--- src/rtl/multi_timer.sv ---
// Multi-channel programmable down-counter timer. All channels share one prescaler tick.
// Each channel has a runtime period, a one-shot or periodic mode, stop/restart control
// and a sticky interrupt flag.
module multi_timer #(
  parameter int unsigned NUM_CH         = 4,
  parameter int unsigned CNT_WIDTH      = 16,
  parameter int unsigned PRESCALE_WIDTH = 8
) (
  input  logic                          clk_i,
  input  logic                          resetn_i,
  input  logic                          sync_resetn_i,
  input  logic                          enable_i,
  input  logic [PRESCALE_WIDTH-1:0]     prescale_i,
  input  logic [NUM_CH-1:0]             start_i,
  input  logic [NUM_CH-1:0]             stop_i,
  input  logic [NUM_CH-1:0]             mode_i,
  input  logic [NUM_CH*CNT_WIDTH-1:0]   period_i,
  input  logic [NUM_CH-1:0]             irq_clr_i,
  output logic [NUM_CH-1:0]             done_o,
  output logic [NUM_CH-1:0]             irq_o,
  output logic [NUM_CH-1:0]             busy_o,
  output logic                          irq_any_o
);

  typedef enum logic {StIdle, StRun} state_e;

  logic [PRESCALE_WIDTH-1:0] pre_cnt_q, pre_cnt_d;
  logic                      tick;

  state_e                    state_q  [NUM_CH];
  logic [CNT_WIDTH-1:0]      cnt_q    [NUM_CH];
  logic [CNT_WIDTH-1:0]      shadow_q [NUM_CH];
  logic [NUM_CH-1:0]         mode_q;
  logic [NUM_CH-1:0]         done_q;
  logic [NUM_CH-1:0]         irq_q, irq_d;
  logic                      irq_any_q;

  logic [NUM_CH-1:0]         start_ok;
  logic [NUM_CH-1:0]         expire;

  // Shared prescaler: >= compare so that lowering prescale mid-count still ticks promptly.
  always_comb begin
    tick      = enable_i && (pre_cnt_q >= prescale_i);
    pre_cnt_d = pre_cnt_q;
    if (enable_i) begin
      pre_cnt_d = tick ? '0 : pre_cnt_q + 1'b1;
    end
  end

  // Prescaler counter state.
  always_ff @(posedge clk_i or negedge resetn_i) begin
    if (!resetn_i) begin
      pre_cnt_q <= '0;
    end else if (!sync_resetn_i) begin
      pre_cnt_q <= '0;
    end else begin
      pre_cnt_q <= pre_cnt_d;
    end
  end

  // Per-channel start qualification, expiry detection and sticky-flag next state.
  // Start and stop both take priority over expiry on the same edge.
  always_comb begin
    start_ok = '0;
    expire   = '0;
    busy_o   = '0;
    for (int i = 0; i < NUM_CH; i++) begin
      start_ok[i] = enable_i && start_i[i] && (period_i[i*CNT_WIDTH +: CNT_WIDTH] != '0);
      expire[i]   = tick && (state_q[i] == StRun) && !start_ok[i] && !stop_i[i] &&
                    (cnt_q[i] == CNT_WIDTH'(1));
      busy_o[i]   = (state_q[i] == StRun);
    end
    // Set wins over clear; clear acts regardless of enable.
    irq_d = (irq_q & ~irq_clr_i) | expire;
  end

  // Channel FSMs with registered done/irq outputs.
  always_ff @(posedge clk_i or negedge resetn_i) begin
    if (!resetn_i) begin
      for (int i = 0; i < NUM_CH; i++) begin
        state_q[i]  <= StIdle;
        cnt_q[i]    <= '0;
        shadow_q[i] <= '0;
      end
      mode_q    <= '0;
      done_q    <= '0;
      irq_q     <= '0;
      irq_any_q <= 1'b0;
    end else if (!sync_resetn_i) begin
      for (int i = 0; i < NUM_CH; i++) begin
        state_q[i]  <= StIdle;
        cnt_q[i]    <= '0;
        shadow_q[i] <= '0;
      end
      mode_q    <= '0;
      done_q    <= '0;
      irq_q     <= '0;
      irq_any_q <= 1'b0;
    end else begin
      done_q    <= expire;
      irq_q     <= irq_d;
      irq_any_q <= |irq_d;
      for (int i = 0; i < NUM_CH; i++) begin
        if (start_ok[i]) begin
          // Start from idle or restart mid-run; a tick on this edge is not counted.
          state_q[i]  <= StRun;
          cnt_q[i]    <= period_i[i*CNT_WIDTH +: CNT_WIDTH];
          shadow_q[i] <= period_i[i*CNT_WIDTH +: CNT_WIDTH];
          mode_q[i]   <= mode_i[i];
        end else if (enable_i && (state_q[i] == StRun)) begin
          if (stop_i[i]) begin
            state_q[i] <= StIdle;
            cnt_q[i]   <= '0;
          end else if (expire[i]) begin
            if (mode_q[i]) begin
              cnt_q[i] <= shadow_q[i];
            end else begin
              state_q[i] <= StIdle;
              cnt_q[i]   <= '0;
            end
          end else if (tick) begin
            cnt_q[i] <= cnt_q[i] - 1'b1;
          end
        end
      end
    end
  end

  assign done_o    = done_q;
  assign irq_o     = irq_q;
  assign irq_any_o = irq_any_q;

endmodule
--- config.mk ---
export PLATFORM = sky130hd
export DESIGN_NAME = multi_timer
export DESIGN_NICKNAME = d
export VERILOG_FILES = /design/src/rtl/multi_timer.sv
export SDC_FILE = /design/constraint.sdc
export NUM_CORES = 1
export LEC_CHECK = 0
export ABC_AREA = 0
export CORE_UTILIZATION = 61
export DETAILED_ROUTE_END_ITERATION = 10
export PLACE_DENSITY = 0.86
export REMOVE_ABC_BUFFERS = 1
export SLEW_MARGIN = 20
export SYNTH_ARGS = -nofsm -noshare
export SYNTH_HDL_FRONTEND = slang
export SYNTH_SLANG_ARGS = --single-unit
--- constraint.sdc ---
create_clock -name clk_i -period 7 [get_ports clk_i]
set_input_delay 1.4 -clock clk_i [delete_from_list [all_inputs] [get_ports clk_i]]
set_output_delay 1.4 -clock clk_i [all_outputs]
set_load 0.05 [all_outputs]
==> summary.txt, run 1 <==
Outcome
  – Status: complete, no violations

Finish
  – Fill cells: 1,081
  – Final std cell area, no fill: 0.0108 mm2
  – Final non-filler cell total: 1,366
  – Ant diodes: 0
  – Fraction of layout cells with a size suffix above 1: 4.82%
  – Storage element area: 0.00383 mm2
  – Fin util: 74.7%
  – Nets: 1,278
  – Multi-input combinational cell area: 0.00489 mm2
  – Area grow syn2layout: 19.6%

CTS
  – TritonCTS clock tree: built
  – Worst skew pair latency: 0.43 ns
  – PostCTS Resize Cnt: 0
  – Sink Count: 153
  – CTS H-Tree Depth: 4
  – Total CTS buffers: 17
  – Clock slew at reported path FFs: 0.07 ns
  – Number of setup buffers added after CTS: 0
  – Clock Path Buffers: 2
  – Root Buffer: clkbuf_16
  – # hold bufs at CTS: 0

Detailed routing
  – Routed Wire Length: 26.2 mm
  – Via-to-Cell Ratio: 6.60
  – Wire per inst: 19.2 um
  – # DRC: 0
  – Vias post-DR: 9,009
  – Antenna-violating nets left: 0
  – Starting DRC count in detailed routing: 1,183
  – Drt pass-1 iters: 6

Power and ir drop
  – Clock Power Share: 40.1%
  – Sw Pwr: 697 uW
  – PwrDens: 224 mW/mm2
  – Int Pwr: 1.73 mW
  – Leakage: 4.66 nW
  – VDD IR max: 0.191 mV
  – Seq pwr share: 41.9%
  – Switching share of power: 28.7%
  – PnR Total Power: 2.42 mW
  – Comb pwr share: 18.0%

Worst setup path
  – WP data arrival: 4.91 ns
  – FF-to-FF End: cnt_q[5]
  – Critical R2R Launch: cnt_q[1]
  – R2R setup slack: 3.38 ns
  – Critical path class: in2reg
  – CP max FO: 24
  – Crit path launch type: primary input
  – Worst EP required: 7.34 ns
  – Worst setup EP type: flop
  – FF-to-FF path depth: 9

STA
  – Tightest Pin Transition: 1.12 ns
  – Max-slew headroom: 25.0%
  – Final Hold Violating Endpoints: 0
  – Max Transition Viols Final: 0
  – PnR worst setup slack: 2.43 ns
  – Hold WS: 0.485 ns
  – Final setup viols: 0
  – Clock Skews: 0.00804 ns
  – Final min period: 4.57 ns
  – Post-route setup TNS: 0 ns
  – Peak Freq: 219 MHz
  – Final period util: 65.4%
  – RSZ-0062 raised after global routing: false

Synth
  – Largest family of logic cells by synthesized area: simple AND/OR/NAND/NOR gates
  – Synthesized area per cell: 8.29 um2
  – Ys async rst share: 100%
  – Compound-Gate Fraction of Synth Area: 20.6%
  – Sequential share of the synthesized area: 42.3%
  – Synthesis-stage register bit count: 153
  – Top_reg_cell synth: dfrtp_1
  – Cell with the most instances after synthesis: nand2_1
  – Synth Area in XOR/XNOR: 3.49%
  – Post-synth EDFFs: 0
  – Syn. warnings: 0
  – Post-synth top area share: 42.3%
  – Mapped Area: 0.00904 mm2
  – Post-synth top cells: 205 x nand2_1, 153 x dfrtp_1, 119 x nor2_1, 98 x a21oi_1, 47 x clkbuf_1
  – Area contributors post-synth: dfrtp_1 42%, nand2_1 8.5%, a21oi_1 5.4%
  – Yosys cell types: 67
  – Simple-Gate Fraction of Synth Area: 25.7%
  – Mux contribution to synthesized area: 1.88%
  – Adder-Cell Fraction of Synth Area: 2.35%
  – Post-Syn Instances: 1,090
  – Most area-hungry cell type in the Yosys netlist: dfrtp_1

Placement
  – Pre-CTS setup slack: 2.31 ns
  – GPL Wtd Cong: 0.965
  – IO buf count: 104
  – Dpl cell area: 0.0102 mm2
  – Hpwl dp: 17.2 mm
  – Placed insts: 1,334

Global routing
  – Total Routing Usage GR: 36.0%
  – Global-route wire length before repair: 42.2 mm
  – Pin count of the biggest net entering global routing: 84
  – Vias in the first global route: 8,608
  – Antenna violations before repair: 0
  – Aggregate global routing overflow: 0

Floorplan
  – Std-Cell Rows: 44
  – Core area: 0.0145 mm2
  – Die area: 0.0153 mm2
  – Die Ht: 124 um
  – Initial Util: 62.4%
  – Die W: 124 um
  – IO Pins: 105

Worst hold path
  – Hold Path End: shadow_q[39]
  – Hold Path Cell Cnt: 2
  – Hold path startpoint: shadow_q[39]
  – Worst hold-check path type: reg2reg

Run
  – Max cap viols: 0
==> metal layers <==
metal	track usage, %	part of all wire, %	vias up
li1	-	-	4094
met1	46.1	40	4292
met2	58.1	48	526
met3	7.97	8.3	97
met4	16.9	3.3	0
met5	0	0	-
==> critical path, stage by stage <==
cell	delay [ns]
clkdlybuf4s50_1	0.49
nor4_1	0.58
a41o_1	0.85
nand2_1	0.17
nor3b_1	0.95
a31oi_1	0.23
a31oi_1	0.23
==> logic make-up after synthesis <==
family,Yosys count
buffers and inverters,85
xor gates and xnor gates,36
adders and majority gates,17
and+or+nand+nor,502
AOI/OAI and AO/OA,280
muxes,17
DFF,153
==> power groups by stage <==
stage / sequential (mW) / clock, mW / combinational (mW)
2_1_floorplan: 1.01 / 0 / 0.262
6_report: 1.02 / 0.973 / 0.436
4_1_cts: 1.01 / 0.975 / 0.430
3_3_place_gp: 1.02 / 0 / 0.413
3_5_place_dp: 1.03 / 0 / 0.423
5_1_grt: 1.02 / 1.02 / 0.481
==> layout by cell type (no fill, tap or decap), types with 6 or more instances in the layout <==
cell,Yosys,layout
xor2_1,20,20
nand4_1,8,8
a2bb2oi_1,7,7
nor2b_1,7,6
mux2i_1,17,17
dfrtp_1,153,153
nand2_1,205,205
a31oi_1,37,37
and2_1,8,8
ha_1,17,17
nand2b_1,9,9
clkdlybuf4s50_1,0,103
buf_4,0,11
o21ai_0,33,32
a21o_1,7,7
and3_1,26,26
nor2_1,119,119
a21oi_1,98,98
clkbuf_16,0,17
o211ai_1,14,14
nand3_1,31,31
a221o_1,11,11
inv_1,30,29
xnor2_1,16,16
o32a_1,11,11
or3_1,9,9
nor4_1,26,26
nor3_1,30,30
==> area by class of cell <==
type,instances,area share [%]
clock buffer,21,4.44
clock inverter,11,1.33
inverter,30,1.04
multi-input combinational,852,45.3
sequential,153,35.4
tap,184,2.13
timing repair buffer,115,10.4
==> state kept, by name, summed over array words and instances, names as in the netlist <==
signal and flops:
busy_o 4, done_o 4, irq_any_o 1, shadow_q 64, cnt_q 64, pre_cnt_q 8
irq_o 4, mode_q 4
==> worst max-delay path by stage <==
stage | endpoint | cells after the start | start
6_report | cnt_q[22] | 7 | period_i[35]
5_1_grt | cnt_q[27] | 7 | period_i[44]
2_1_floorplan | cnt_q[0] | 6 | period_i[55]
3_5_place_dp | cnt_q[28] | 7 | period_i[32]
4_1_cts | cnt_q[22] | 7 | period_i[32]
3_3_place_gp | cnt_q[0] | 11 | prescale_i[2]
Note: power is estimated with default switching activity, not from simulation.
==> inputs of run 2 (changes only) <==
--- a/config.mk
+++ b/config.mk
@@ -6,9 +6,9 @@
 export NUM_CORES = 1
 export LEC_CHECK = 0
 export ABC_AREA = 0
-export CORE_UTILIZATION = 61
+export CORE_UTILIZATION = 51
 export DETAILED_ROUTE_END_ITERATION = 10
-export PLACE_DENSITY = 0.86
+export PLACE_DENSITY = 0.77
 export REMOVE_ABC_BUFFERS = 1
 export SLEW_MARGIN = 20
 export SYNTH_ARGS = -nofsm -noshare
==> constraint.sdc (replaced) <==
create_clock -name clk_i -period 3.93 [get_ports clk_i]
set_input_delay 0.786 -clock clk_i [delete_from_list [all_inputs] [get_ports clk_i]]
set_output_delay 0.786 -clock clk_i [all_outputs]
set_load 0.05 [all_outputs]
==> run 2 against run 1 <==
Compared with the run above:
- non-clock buffer count grew 29
- sequential share of layout area shrank 1.0 points
- highest routed layer unchanged
- sequential cell count is the same
==> summary.txt, run 2 (synthesis gave the netlist of run 1 again) <==
Outcome
  – Status: complete, no violations

Worst setup path
  – Critical R2R Launch: cnt_q[1]
  – Crit path launch type: primary input
  – CP max FO: 16
  – Worst setup EP type: flop
  – Critical Path Start: stop_i[3]
  – Crit path cell chain: clkdlybuf4s50_1 > nand2b_1 > or4_4 > or2_0 > a211oi_4 > buf_4 > and3_1 > o21ai_0 > a31oi_1
  – CP max stage cell: clkdlybuf4s50_1
  – Worst EP required: 4.27 ns
  – Max incr delay on CP: 0.55 ns
  – Critical path class: in2reg
  – WP data arrival: 3.62 ns

Finish
  – Fin util: 64.4%
  – Area grow syn2layout: 23.2%
  – Top Registers: cnt_q (64), shadow_q (64), pre_cnt_q (8)
  – Fraction of layout cells with a size suffix above 1: 6.94%
  – Fill cells: 1,517
  – Most frequent cells in the layout: 205 x nand2_1, 153 x dfrtp_1, 119 x nor2_1
  – Commonest non-fill, non-tap cell in the layout: nand2_1
  – Nets: 1,307
  – Ant diodes: 0

Power and ir drop
  – PnR Total Power: 4.47 mW
  – Leakage: 4.83 nW
  – VDD IR max: 0.437 mV
  – PwrDens: 402 mW/mm2

Placement
  – IO buf count: 104
  – Hpwl dp: 18.8 mm
  – GPL Wtd Cong: 0.950
  – Pre-CTS setup slack: 0.271 ns

Global routing
  – Total Routing Usage GR: 30.8%
  – Aggregate global routing overflow: 0
  – Vias in the first global route: 8,736
  – Antenna violations before repair: 0
  – Pin count of the biggest net entering global routing: 95
  – Global-route wire length before repair: 44.2 mm

STA
  – Final Hold Violating Endpoints: 0
  – Post-route setup TNS: 0 ns
  – Final period util: 83.3%
  – RSZ-0062 raised after global routing: false
  – Clock Skews: 0.00617 ns
  – Max-slew headroom: 41.4%
  – Hold WS: 0.448 ns
  – Tightest Pin Transition: 0.879 ns
  – Final setup viols: 0
  – Max Transition Viols Final: 0
  – Peak Freq: 306 MHz
  – PnR worst setup slack: 0.658 ns
  – Final min period: 3.27 ns

Floorplan
  – Core area: 0.0173 mm2
  – Die W: 135 um
  – Die area: 0.0183 mm2
  – Std-Cell Rows: 48
  – IO Pins: 105
  – Die Ht: 135 um
  – Initial Util: 52.3%

CTS
  – TritonCTS clock tree: built
  – Clock Path Buffers: 2
  – Root Buffer: clkbuf_16
  – CTS H-Tree Depth: 4
  – Number of setup buffers added after CTS: 0
  – Total CTS buffers: 17
  – PostCTS Resize Cnt: 0
  – # hold bufs at CTS: 0
  – Sink Count: 153
  – Clock slew at reported path FFs: 0.06 ns
  – Worst skew pair latency: 0.43 ns

Detailed routing
  – # DRC: 0
  – Vias post-DR: 8,905
  – Wire per inst: 18.7 um
  – Via-to-Cell Ratio: 6.20
  – Routed Wire Length: 26.9 mm
  – Antenna-violating nets left: 0
  – Drt pass-1 iters: 6
  – Starting DRC count in detailed routing: 820

Run
  – Max cap viols: 0

Worst hold path
  – Worst hold-check path type: in2async
==> run 2: metrics by stage <==
step	cell area, um2	instances
after global routing	11100	1436
after detailed placement	10500	1404
after floorplan	8820	1035
final	11100	1436
after CTS	11100	1436
after global placement	10500	1404
==> run 2: path summary, 6_finish.rpt <==
kind,end,slack [ns],cells after the start
setup / recovery,cnt_q[6],0.66,9
hold / removal,shadow_q[21],0.45,1
setup reg to reg,cnt_q[6],0.82,10
hold reg to reg,shadow_q[46],0.48,2
max in group asynchronous,shadow_q[54],2.61,2
min in group clk_i,shadow_q[46],0.48,2
==> run 2: worst max-delay path: cells and delay by family <==
family | cells | cell delay (ns)
and+or+nand+nor | 4 | 1.35
AOI/OAI and AO/OA | 3 | 0.66
buffers and inverters | 2 | 0.82
==> run 2: power breakdown <==
group          switching (mW)  total, mW  internal, mW
logic                   0.443      0.793         0.351
registers               0.130       1.81          1.68
clock network           0.686       1.87          1.18
total                    1.26       4.47          3.21
==> run 2: area by class of cell <==
type | instances | area [um2] | share of cell area (%)
Clock buffer | 22 | 474 | 4.26
Inverter | 30 | 113 | 1.01
Sequential cell | 153 | 3830 | 34.4
Multi-Input combinational cell | 852 | 4900 | 44.0
Timing Repair Buffer | 144 | 1360 | 12.2
Clock inverter | 10 | 188 | 1.69
Tap cell | 225 | 282 | 2.53
==> run 2: layer usage <==
metal	up-vias	global-route usage (%)	share of wire, %
met4	0	12.1	2.5
li1	4146	-	-
met2	429	50.2	47
met1	4256	40.9	42
met5	-	0	0
met3	74	5.13	7.5
==> inputs of run 3 (changes only) <==
==> constraint.sdc (replaced) <==
create_clock -name clk_i -period 2.6 [get_ports clk_i]
set_input_delay 0.52 -clock clk_i [delete_from_list [all_inputs] [get_ports clk_i]]
set_output_delay 0.52 -clock clk_i [all_outputs]
set_load 0.05 [all_outputs]
==> run 3 against run 2 <==
Compared with the run above:
- the flow now finishes with violations (setup timing)
- clock power rose by 32%
- critical path depth rose by 2
- via count rose by 16%
- global-route usage is 3.2 points higher
- clock skew shrank 0.00054 ns
- worst hold slack got worse by 0.38 ns
- clock-buffer cell count is 2 lower
- sequential cell count did not move
- critical endpoint is now cnt_q[23]
==> summary.txt, run 3 (synthesis gave the netlist of run 1 again) <==
Placement
  – Pre-CTS setup slack: -0.728 ns
  – IO buf count: 104
  – GPL Wtd Cong: 0.925
  – Dpl cell area: 0.0119 mm2
  – Hpwl dp: 20.9 mm

Outcome
  – Status: finished with violations
  – Failing checks: setup timing

STA
  – RSZ-0062 raised after global routing: true
  – Hold WS: 0.0705 ns
  – Tightest Pin Transition: 0.753 ns
  – Max-slew headroom: 49.1%
  – Max Transition Viols Final: 0
  – Final setup viols: 62
  – Final Hold Violating Endpoints: 0
  – Final period util: 106%
  – Clock Skews: 0.00562 ns
  – Peak Freq: 363 MHz
  – PnR worst setup slack: -0.155 ns
  – Post-route setup TNS: -4.97 ns
  – Final min period: 2.75 ns

Worst setup path
  – CP max FO: 6
  – Worst EP required: 2.92 ns
  – WP data arrival: 3.07 ns
  – Max incr delay on CP: 0.46 ns
  – R2R setup slack: -0.15 ns
  – Crit path launch type: flop
  – Crit path cell chain: ha_4 > nor2b_1 > o211ai_1 > a31oi_4 > buf_6 > o311ai_4 > buf_6 > nand2_8 > clkbuf_16 > a21oi_2 > a31oi_1
  – FF-to-FF path depth: 11
  – Worst setup EP type: flop
  – Critical path class: reg2reg
  – FF-to-FF End: cnt_q[23]
  – CP max stage cell: o211ai_1
  – Cell mode on critical path: buf_6
  – Critical R2R Launch: pre_cnt_q[1]

CTS
  – Total CTS buffers: 17
  – Clock Path Buffers: 2
  – # hold bufs at CTS: 0
  – CTS H-Tree Depth: 4
  – Worst skew pair latency: 0.44 ns
  – Sink Count: 153
  – TritonCTS clock tree: built
  – Root Buffer: clkbuf_16
  – Clock slew at reported path FFs: 0.07 ns

Floorplan
  – Core area: 0.0173 mm2
  – Std-Cell Rows: 48
  – Die W: 135 um
  – Initial Util: 52.3%
  – IO Pins: 105
  – Die area: 0.0183 mm2
  – Die Ht: 135 um

Global routing
  – Pin count of the biggest net entering global routing: 71
  – Antenna violations before repair: 0
  – Global-route wire length before repair: 48.6 mm
  – Aggregate global routing overflow: 0
  – Total Routing Usage GR: 34.0%
  – Vias in the first global route: 9,835

Detailed routing
  – # DRC: 0
  – Antenna-violating nets left: 0
  – Routed Wire Length: 32.1 mm
  – Vias post-DR: 10.3k
  – Via-to-Cell Ratio: 6.33
  – Drt pass-1 iters: 8
  – Wire per inst: 19.7 um
  – Starting DRC count in detailed routing: 1,018

Power and ir drop
  – Switching share of power: 30.9%
  – Sw Pwr: 2.10 mW
  – Leakage: 5.83 nW
  – Comb pwr share: 23.5%
  – PwrDens: 516 mW/mm2
  – Int Pwr: 4.68 mW
  – Seq pwr share: 40.2%
  – VDD IR max: 0.479 mV
  – Clock Power Share: 36.3%

Run
  – Max cap viols: 0

Finish
  – Fill cells: 1,160
  – Final std cell area, no fill: 0.0132 mm2
  – Most frequent cells in the layout: 202 x nand2_1, 202 x buf_4, 152 x dfrtp_1
  – Top Registers: cnt_q (64), shadow_q (64), pre_cnt_q (8)
  – Nets: 1,499
  – Fraction of layout cells with a size suffix above 1: 24.9%
  – Ant diodes: 0
  – Area grow syn2layout: 45.5%

Worst hold path
  – Worst hold-check path type: in2async
-- run 3: worst max path at each step --
stage | slack, ns | end | startpoint
floorplan | -0.61 | cnt_q[0] | period_i[55]
global placement | -0.55 | cnt_q[23] | prescale_i[2]
detailed placement | -0.73 | cnt_q[18] | prescale_i[2]
CTS | -0.07 | cnt_q[9] | cnt_q[1]
global route | -0.29 | cnt_q[48] | prescale_i[5]
finish | -0.15 | cnt_q[23] | pre_cnt_q[1]
-- run 3: repair_timing --
item                                    4_1_cts  5_1_grt
pin swaps                                     9       21
gates cloned                                  1        6
endpoints found under the setup margin       62       65
buffers inserted                              7        9
gates resized for setup                      40       79
-- run 3: critical path: cells and delay by family, from the launching register on --
family          cells  cell delay [ns]
compound gates      5             1.19
buf+inv             3             0.55
simple gates        2             0.21
fa+ha+maj           1             0.25
flops               1             0.44
-- run 3: layout make-up --
type / count / area (um2) / share of cell area (%)
multi-input cells: 852 / 5340 / 40.6
well taps: 225 / 282 / 2.14
inverters: 30 / 113 / 0.856
flip-flops and latches: 153 / 3830 / 29.1
clock inverters: 12 / 118 / 0.894
clock buffers: 20 / 457 / 3.47
repair buffers: 336 / 3010 / 22.9
-- run 3: per-stage QoR --
stage / util, % / instances / total power, mW
global route: 76.0 / 1628 / 7.03
CTS: 73.0 / 1613 / 6.62
global placement: 68.6 / 1573 / 4.11
finish: 76.0 / 1628 / 6.78
floorplan: - / 1035 / 3.43
detailed placement: 68.6 / 1573 / 4.16
-- run 3: metal layers --
metal	up-vias	GRT usage, %	part of all wire [%]
li1	4551	-	-
met1	4967	42.6	39
met2	626	56.3	48
met3	163	7.22	8.7
met4	0	15.4	4.8
met5	-	0	0
-- run 3: power groups by stage --
stage	Clock, mW	Combinational (mW)	Sequential, mW
floorplan	0	0.706	2.73
global placement	0	1.38	2.74
detailed placement	0	1.41	2.74
CTS	2.47	1.45	2.71
global route	2.57	1.72	2.74
finish	2.46	1.59	2.73
